[src/rtl/hazard_stall_ctrl_pkg.sv]
// hazard_stall_ctrl_pkg: shared pipeline constants (FSM states, zero register, forwarding selects)
package hazard_stall_ctrl_pkg;
  typedef enum logic [1:0] {RUN = 2'd0, MEM_WAIT = 2'd1, ERROR = 2'd2} state_t;
  localparam logic [4:0] REG_ZERO = 5'd0;
  localparam logic [1:0] FWD_NONE = 2'b00;
  localparam logic [1:0] FWD_WB = 2'b01;
  localparam logic [1:0] FWD_MEM = 2'b10;
endpackage

[src/rtl/hazard_stall_ctrl_sat_counter.sv]
// sat_counter: saturating up-counter; ports clk_i, rst_i (async active-low clear), inc_i, cnt_o
module sat_counter #(
  parameter int W = 16
) (
  input  logic         clk_i,
  input  logic         rst_i,
  input  logic         inc_i,
  output logic [W-1:0] cnt_o
);
  always_ff @(posedge clk_i or negedge rst_i)
    if (!rst_i) cnt_o <= '0;
    else if (inc_i && cnt_o != '1) cnt_o <= cnt_o + W'(1);
endmodule

[src/rtl/hazard_stall_ctrl.sv]
// hazard_stall_ctrl: load-use/branch/dmem-wait sequencing; in: clk_i rst_i IDEX_* IFID_* Branch_taken_i dmem_*; out: PC/IFID enables, flush, bubble, hold, error, perf counters
module hazard_stall_ctrl
  import hazard_stall_ctrl_pkg::*;
#(
  parameter int TIMEOUT = 64,
  parameter int CNT_W = 16
) (
  input  logic             clk_i,
  input  logic             rst_i,
  input  logic             IDEX_MemRead_i,
  input  logic [4:0]       IDEX_RtAddr_i,
  input  logic [4:0]       IFID_RsAddr_i,
  input  logic [4:0]       IFID_RtAddr_i,
  input  logic             Branch_taken_i,
  input  logic             dmem_req_i,
  input  logic             dmem_ack_i,
  output logic             PC_write_o,
  output logic             IFID_write_o,
  output logic             IFID_flush_o,
  output logic             IDEX_bubble_o,
  output logic             pipe_hold_o,
  output logic             error_o,
  output logic [CNT_W-1:0] stall_cnt_o,
  output logic [CNT_W-1:0] flush_cnt_o
);
  localparam int WW = $clog2(TIMEOUT + 1);
  state_t state;
  logic [WW-1:0] wait_cnt;
  logic mem_stall, load_use, frozen;
  always_comb begin
    mem_stall = state == RUN ? dmem_req_i & ~dmem_ack_i : state == MEM_WAIT ? ~dmem_ack_i : 1'b0;
    load_use = rst_i & IDEX_MemRead_i & (IDEX_RtAddr_i != REG_ZERO)
             & (IDEX_RtAddr_i == IFID_RsAddr_i | IDEX_RtAddr_i == IFID_RtAddr_i);
    // inputs are masked while reset is held so the outputs show RUN defaults
    frozen = rst_i & (state == ERROR | mem_stall);
    pipe_hold_o = frozen;
    IDEX_bubble_o = ~frozen & load_use;
    PC_write_o = ~(frozen | load_use);
    IFID_write_o = ~(frozen | load_use);
    IFID_flush_o = rst_i & ~frozen & ~load_use & Branch_taken_i;
  end
  always_ff @(posedge clk_i or negedge rst_i)
    if (!rst_i) begin
      state <= RUN;
      wait_cnt <= '0;
      error_o <= 1'b0;
    end else begin
      case (state)
        RUN:
          if (dmem_req_i && !dmem_ack_i) begin
            state <= MEM_WAIT;
            wait_cnt <= WW'(1);
          end
        MEM_WAIT:
          if (dmem_ack_i) begin
            state <= RUN;
            wait_cnt <= '0;
          end else if (wait_cnt == WW'(TIMEOUT)) begin
            state <= ERROR;
            error_o <= 1'b1;
          end else wait_cnt <= wait_cnt + WW'(1);
        default: begin
          state <= ERROR;
          error_o <= 1'b1;
        end
      endcase
    end
  sat_counter #(.W(CNT_W)) u_stall_cnt (
    .clk_i(clk_i),
    .rst_i(rst_i),
    .inc_i(~PC_write_o & (state != ERROR)),
    .cnt_o(stall_cnt_o)
  );
  sat_counter #(.W(CNT_W)) u_flush_cnt (
    .clk_i(clk_i),
    .rst_i(rst_i),
    .inc_i(IFID_flush_o),
    .cnt_o(flush_cnt_o)
  );
endmodule

[config.mk]
export PLATFORM = sky130hd
export DESIGN_NAME = hazard_stall_ctrl
export DESIGN_NICKNAME = d
export VERILOG_FILES = /design/src/rtl/hazard_stall_ctrl_pkg.sv /design/src/rtl/hazard_stall_ctrl_sat_counter.sv /design/src/rtl/hazard_stall_ctrl.sv
export SDC_FILE = /design/constraint.sdc
export NUM_CORES = 1
export LEC_CHECK = 0
export CORE_ASPECT_RATIO = 0.75
export CORE_UTILIZATION = 50
export DETAILED_ROUTE_END_ITERATION = 8
export DONT_BUFFER_PORTS = 1
export PLACE_DENSITY = 0.72
export SLEW_MARGIN = 0
export SYNTH_ARGS = -nofsm -noshare
export SYNTH_HDL_FRONTEND = slang
export SYNTH_SLANG_ARGS = --single-unit
[constraint.sdc]
create_clock -name clk_i -period 2.5 [get_ports clk_i]
set_input_delay 0.5 -clock clk_i [delete_from_list [all_inputs] [get_ports clk_i]]
set_output_delay 0.5 -clock clk_i [all_outputs]
set_load 0.02 [all_outputs]
# ---- Yosys cells after proc, flatten, opt, wreduce, memory -nomap -nowiden
# Index checks and enable logic that the tools add are counted.
dict set report op_classes {
  n_addsub 3
  n_eq_ne 13
  mux 13
  bitwise_logic 18
  reduce_logical 10
}
# operator n
set ops {}
lappend ops {{adder 16 x 1 -> 16 bit (second input constant)} 2}
lappend ops {{inequality test 16 bit (second input constant)} 2}
lappend ops {{2-to-1 mux 7 bit} 3}
lappend ops {{one-hot mux 7 bit (2 select lines)} 1}
lappend ops {{bitwise AND 1 bit} 10}
lappend ops {{equality test 5 bit} 2}
lappend ops {{adder 7 x 1 -> 7 bit (second input constant)} 1}
lappend ops {{equality test 7 bit (second input constant)} 1}
lappend ops {{2-to-1 mux 2 bit} 3}
lappend ops {{AND reduction 3 bit} 2}
lappend ops {{NOT 1 bit} 5}
lappend ops {{nonzero test 5 bit} 1}
lappend ops {{2-to-1 mux 1 bit} 4}
lappend ops {{inequality test 2 x 1 -> 1 bit (second input constant)} 2}
lappend ops {{inequality test 2 bit (second input constant)} 2}
lappend ops {{one-hot mux 2 bit (2 select lines)} 1}
lappend ops {{logical AND 1 bit} 3}
lappend ops {{inequality test 3 x 2 -> 1 bit (second input constant)} 1}
lappend ops {{inequality test 3 bit (second input constant)} 1}
lappend ops {{bitwise OR 1 bit} 3}
lappend ops {{equality test 2 x 1 -> 1 bit (second input constant)} 1}
lappend ops {{equality test 2 bit (second input constant)} 1}
lappend ops {{zero test 2 bit} 1}
lappend ops {{one-hot mux 1 bit (2 select lines)} 1}
lappend ops {{other kinds (3)} 3}
dict set report totals {
  regBits 42
  in_bits 21
  output_inout_bits 38
  elab_cells 62
}

# ---- Depth between registers and ports, before layout
dict set report depth {
  ltp_word 10
  depth_mapped 8
  mapped_depth_nobuf 8
}

# ---- Modules after synthesis
# From an unflattened synthesis, not the netlist that was laid out.
dict set report hier_totals {
  hier_cells 225
  hier_area_um2 2479.9
}
# mod instances cells_each area_per_inst_um2 seq_area_each_um2
set by_module_without_submodules {}
lappend by_module_without_submodules {sat_counter 2 72 859.6 400.4}
lappend by_module_without_submodules {hazard_stall_ctrl 1 81 760.7 250.2}

# ---- Worst setup path before layout
# Ideal clock, no wire load.
dict set report synth_path {
  path_type {input to output}
  startpoint {input port IDEX_RtAddr_i[0]}
  endpoint {output port PC_write_o}
  t_arrival_ns 1.812
  t_required_ns 2.000
  slack_ns 0.188
  cell_stages 5
  path_buffers 2
  path_cell_list {or3_1 > o311a_4 > a21oi_4 > buf_4 > buf_4}
}
dict set report synth_via {
  elab_chain_cells 5
  elab_cells_between_ends 8
  classes_between {eq/ne (2); bitwise (5); reduce/logical (1)}
}
# item line_no
set synth_lines {}
lappend synth_lines {{start: declaration} hazard_stall_ctrl.sv:11} ;# input logic [4:0] IDEX_RtAddr_i,
lappend synth_lines {{equality test 5 bit / nonzero test 5 bit (equally long branches)} {hazard_stall_ctrl.sv:33, hazard_stall_ctrl.sv:32}}
lappend synth_lines {{bitwise OR 1 bit / bitwise AND 1 bit (equally long branches)} {hazard_stall_ctrl.sv:33, hazard_stall_ctrl.sv:32}}
lappend synth_lines {{bitwise AND 1 bit *} hazard_stall_ctrl.sv:33} ;# & (IDEX_RtAddr_i == IFID_RsAddr_i | IDEX_RtAddr_i == IFID_RtAddr_i);
lappend synth_lines {{bitwise OR 1 bit *} --}
lappend synth_lines {{NOT 1 bit *} --}
lappend synth_lines {{end: declaration} hazard_stall_ctrl.sv:17} ;# output logic PC_write_o,
# Mark *: on every way between the ends. The rest lies on a longest branch, timed or not.

# ---- Final worst setup path
dict set report layout_path {
  startpoint {register state[0]}
  endpoint {output port IDEX_bubble_o}
}
dict set report layout_via {
  elab_chain_cells 7
  elab_cells_between_ends 9
  classes_between {eq/ne (2); mux (2); bitwise (4); reduce/logical (1)}
}
# item line_no
set layout_lines {}
lappend layout_lines {{start: declaration} hazard_stall_ctrl.sv:27} ;# state_t state;
lappend layout_lines {{start signal: assignment} hazard_stall_ctrl.sv:44} ;# state <= RUN;
lappend layout_lines {{start signal: assignment} hazard_stall_ctrl.sv:51} ;# state <= MEM_WAIT;
lappend layout_lines {{start signal: assignment} hazard_stall_ctrl.sv:56} ;# state <= RUN;
lappend layout_lines {{equality test 2 x 1 -> 1 bit} hazard_stall_ctrl.sv:31} ;# mem_stall = state == RUN ? dmem_req_i & ~dmem_ack_i : state == MEM_WAIT ? ~dmem_ack_i : 1'b0;
lappend layout_lines {{2-to-1 mux 1 bit (2 in a row)} hazard_stall_ctrl.sv:31}
lappend layout_lines {{bitwise OR 1 bit *} hazard_stall_ctrl.sv:35} ;# frozen = rst_i & (state == ERROR | mem_stall);
lappend layout_lines {{bitwise AND 1 bit *} hazard_stall_ctrl.sv:35}
lappend layout_lines {{NOT 1 bit *} hazard_stall_ctrl.sv:37} ;# IDEX_bubble_o = ~frozen & load_use;
lappend layout_lines {{bitwise AND 1 bit *} hazard_stall_ctrl.sv:37}
lappend layout_lines {{end: declaration} hazard_stall_ctrl.sv:20} ;# output logic IDEX_bubble_o,
# Marked as above.

==> impl_results.md <==
- Finished Layout Cells: 294
- Final layout net count: 263
- Max-slew violation count: 0
- DP Wirelength: 3200 um
- Total Power: 1.737 mW
- Filler cells: 349
- CTS tree: yes
- Max_cap viols: 0
- Worst-path maximum fanout: 8
- Slew headroom: 59.47%
- TNS Setup: 0 ps
- Yosys cell types: 36
- # IOs: 59
- Worst R2R Start: u_stall_cnt.cnt_o[1]
- Gr usage total: 19.99%
- Routed Antenna Nets: 0
- Dpl cells: 285
- Clock Sinks: 42
- Vias in the first global route: 1486
- Post-synthesis sequential area ratio: 46.61%
- Critical Path RT: 2000 ps
- Vias per inst: 5.466
- Most common flop cell mapped by yosys: dfrtp_1
- Core area: 4179 um2
- R2r endpoint: u_stall_cnt.cnt_o[1]
- Tcrit/Tclk final: 92.33%
- Share of cells above drive strength 1: 10.04%
- Syn avg cell area: 10.02 um2
- Worst vdd ir: 0.0004636 V
- First-pass iteration count of the detailed router: 4
- DRC Markers: 0
- Clk buf depth: 2
- CP arrival: 1810 ps
- Mapped Area: 2255 um2
- Final core occ: 59.16%
- Starting Density: 53.95%
- # Post-CTS Setup Buffers: 0
- Vias: 1607
- Reg2Reg Depth: 7
- Final Skew: 9.779 ps
- H-tree depth: 2
- DIE HEIGHT: 60.16 um
- Post-Syn Nets: 250
- N_diodes: 0
- Total die area: 4785 um2
- Clock buffer count from CTS: 5
- Hold WC Path Type: in -> async
- Clock transition at path regs: 80 ps
- Worst Path Class, Setup: reg -> out
- Fraction of registers with async set/reset: 100.0%
- Skew-Pair Late Insertion Delay: 300 ps
- Final hold viol count: 0
- Global placement routability congestion: 0.8630
- Row cnt: 20
- Leakage: 1.037 nW
- Endpoint class of the critical path: output pin
- Antenna violations before repair: 0
- Post-synth EDFFs: 0
- FF-to-FF setup slack: 400 ps
- CP Launch Type: flip-flop
- Worst Tran Pin Value: 608.0 ps
- Pwr dens: 702.4 nW/um2
- First-pass GRT wire length: 7203 um
- Status: complete, no violations
- I/O Buffers: 0
- 1st-iter DRT viols: 77
- Die width: 79.54 um
- Cells after Synth: 225
- Period minus WS final: 2308 ps
- Fmax: 433.2 MHz
- Layout area overhead: 9.656%
- Post-Route WL: 4382 um
- WL per Instance: 14.90 um
- Final setup fails: 0
- Gr ovfl total: 0
- Clock root buffer master: clkbuf_8
- Largest net degree at the start of global routing: 43
- #FFs+latches synth: 42
- RSZ-0062 raised after global routing: false
- Synth Warn #: 0
## cell type report
class,count,area [um2],area share [%]
multi-input combinational,175,1159,46.86
timing repair buffer,9,80.08,3.239
clock buffer,6,82.58,3.340
sequential,42,1051,42.51
tap,55,68.82,2.783
clock inverter,2,12.51,0.5061
inverter,5,18.77,0.7591
## logic make-up (layout without fill, tap and decap cells)
family	Yosys count	count (layout)	synth area share, %
AND/OR/NAND/NOR	110	110	25.03
XOR/XNOR	43	43	16.70
flip-flops	42	42	46.61
AO/OA/AOI/OAI	14	14	5.494
buffers and inverters	8	22	1.998
adder cells (fa/ha/maj)	4	4	2.220
multiplexers	4	4	1.942
## cells in the mapped netlist, types with 3 or more instances
library cell	n	area share, %
dfrtp_1	42	47
nand2_1	28	4.7
xnor2_1	24	9.3
xor2_1	19	7.4
nand3_1	17	3.8
nor2_1	16	2.7
nand4_1	14	3.9
nor3_1	10	2.2
and3_1	7	1.9
inv_1	5	0.83
ha_1	4	2.2
a21oi_1	3	0.67
nor4_1	3	0.83
o21ai_0	3	0.67
or3_1	3	0.83
## metrics by stage
stage	hold slack, ps	setup WS, ps	cell area (um2)
after global routing	44.12	112.8	2472
after detailed placement	205.5	301.0	2357
after CTS	39.37	202.4	2472
after floorplan	204.4	188.3	2255
final	39.36	191.8	2472
after global placement	205.3	310.0	2357
## what timing repair did
item                                    CTS  global route
endpoints found under the setup margin    0             0
hold buffers                              1             0
hold endpoints to repair                 42             0
resized for setup                         0             0
## critical path, stage by stage (launching register included)
cell and delay, ps:
dfrtp_1 470, o21ai_1 300, a21boi_1 190, buf_4 200, nor2_1 360
## routing by layer
layer	wire (um)	GRT usage (%)
met3	313	6.260
met2	1751	27.84
met4	73	9.351
met5	0	0
met1	2244	28.09
## worst max-delay path by stage
| stage | startpoint | cells after the start | endpoint | slack, ps |
|---|---|---|---|---|
| final | state[0] | 4 | IDEX_bubble_o | 190 |
| after global routing | u_stall_cnt.cnt_o[1] | 7 | u_stall_cnt.cnt_o[1] | 110 |
| after CTS | state[0] | 4 | IDEX_bubble_o | 200 |
| after detailed placement | IDEX_RtAddr_i[0] | 4 | PC_write_o | 300 |
| after global placement | IDEX_RtAddr_i[0] | 4 | PC_write_o | 310 |
| after floorplan | IDEX_RtAddr_i[0] | 5 | PC_write_o | 190 |
## flip-flops by register name, indices dropped and copies added (netlist names)
| register | flops |
|---|---|
| error_o | 1 |
| state | 2 |
| u_stall_cnt.cnt_o | 16 |
| u_flush_cnt.cnt_o | 16 |
| wait_cnt | 7 |
## where the power goes
group	internal (mW)	leakage [nW]	total, mW	switching, mW
registers	0.769	0.534	0.987	0.218
logic	0.134	0.456	0.291	0.157
clock network	0.222	0.0472	0.458	0.236
## cell usage in the layout (no fill, tap or decap), drive strengths merged
cell type and count:
nor4 3, nand3 17, or3 3, o311a 1
xnor2 24, nor2 16, inv 5, clkinvlp 1
clkbuf 6, o22ai 1, and4 1, mux2 3
nand4 14, o21ai 4, dfrtp 42, nand2 28
and2 2, clkinv 1, or4 1, ha 4
and3 7, nor4b 2, xor2 19, and4bb 1
o21bai 1, nor2b 2, nor3 10, or2 1
mux2i 1, o31ai 1, buf 9, a21boi 1
nand4b 2, a21oi 5
Power figures use the tool's default switching activity.
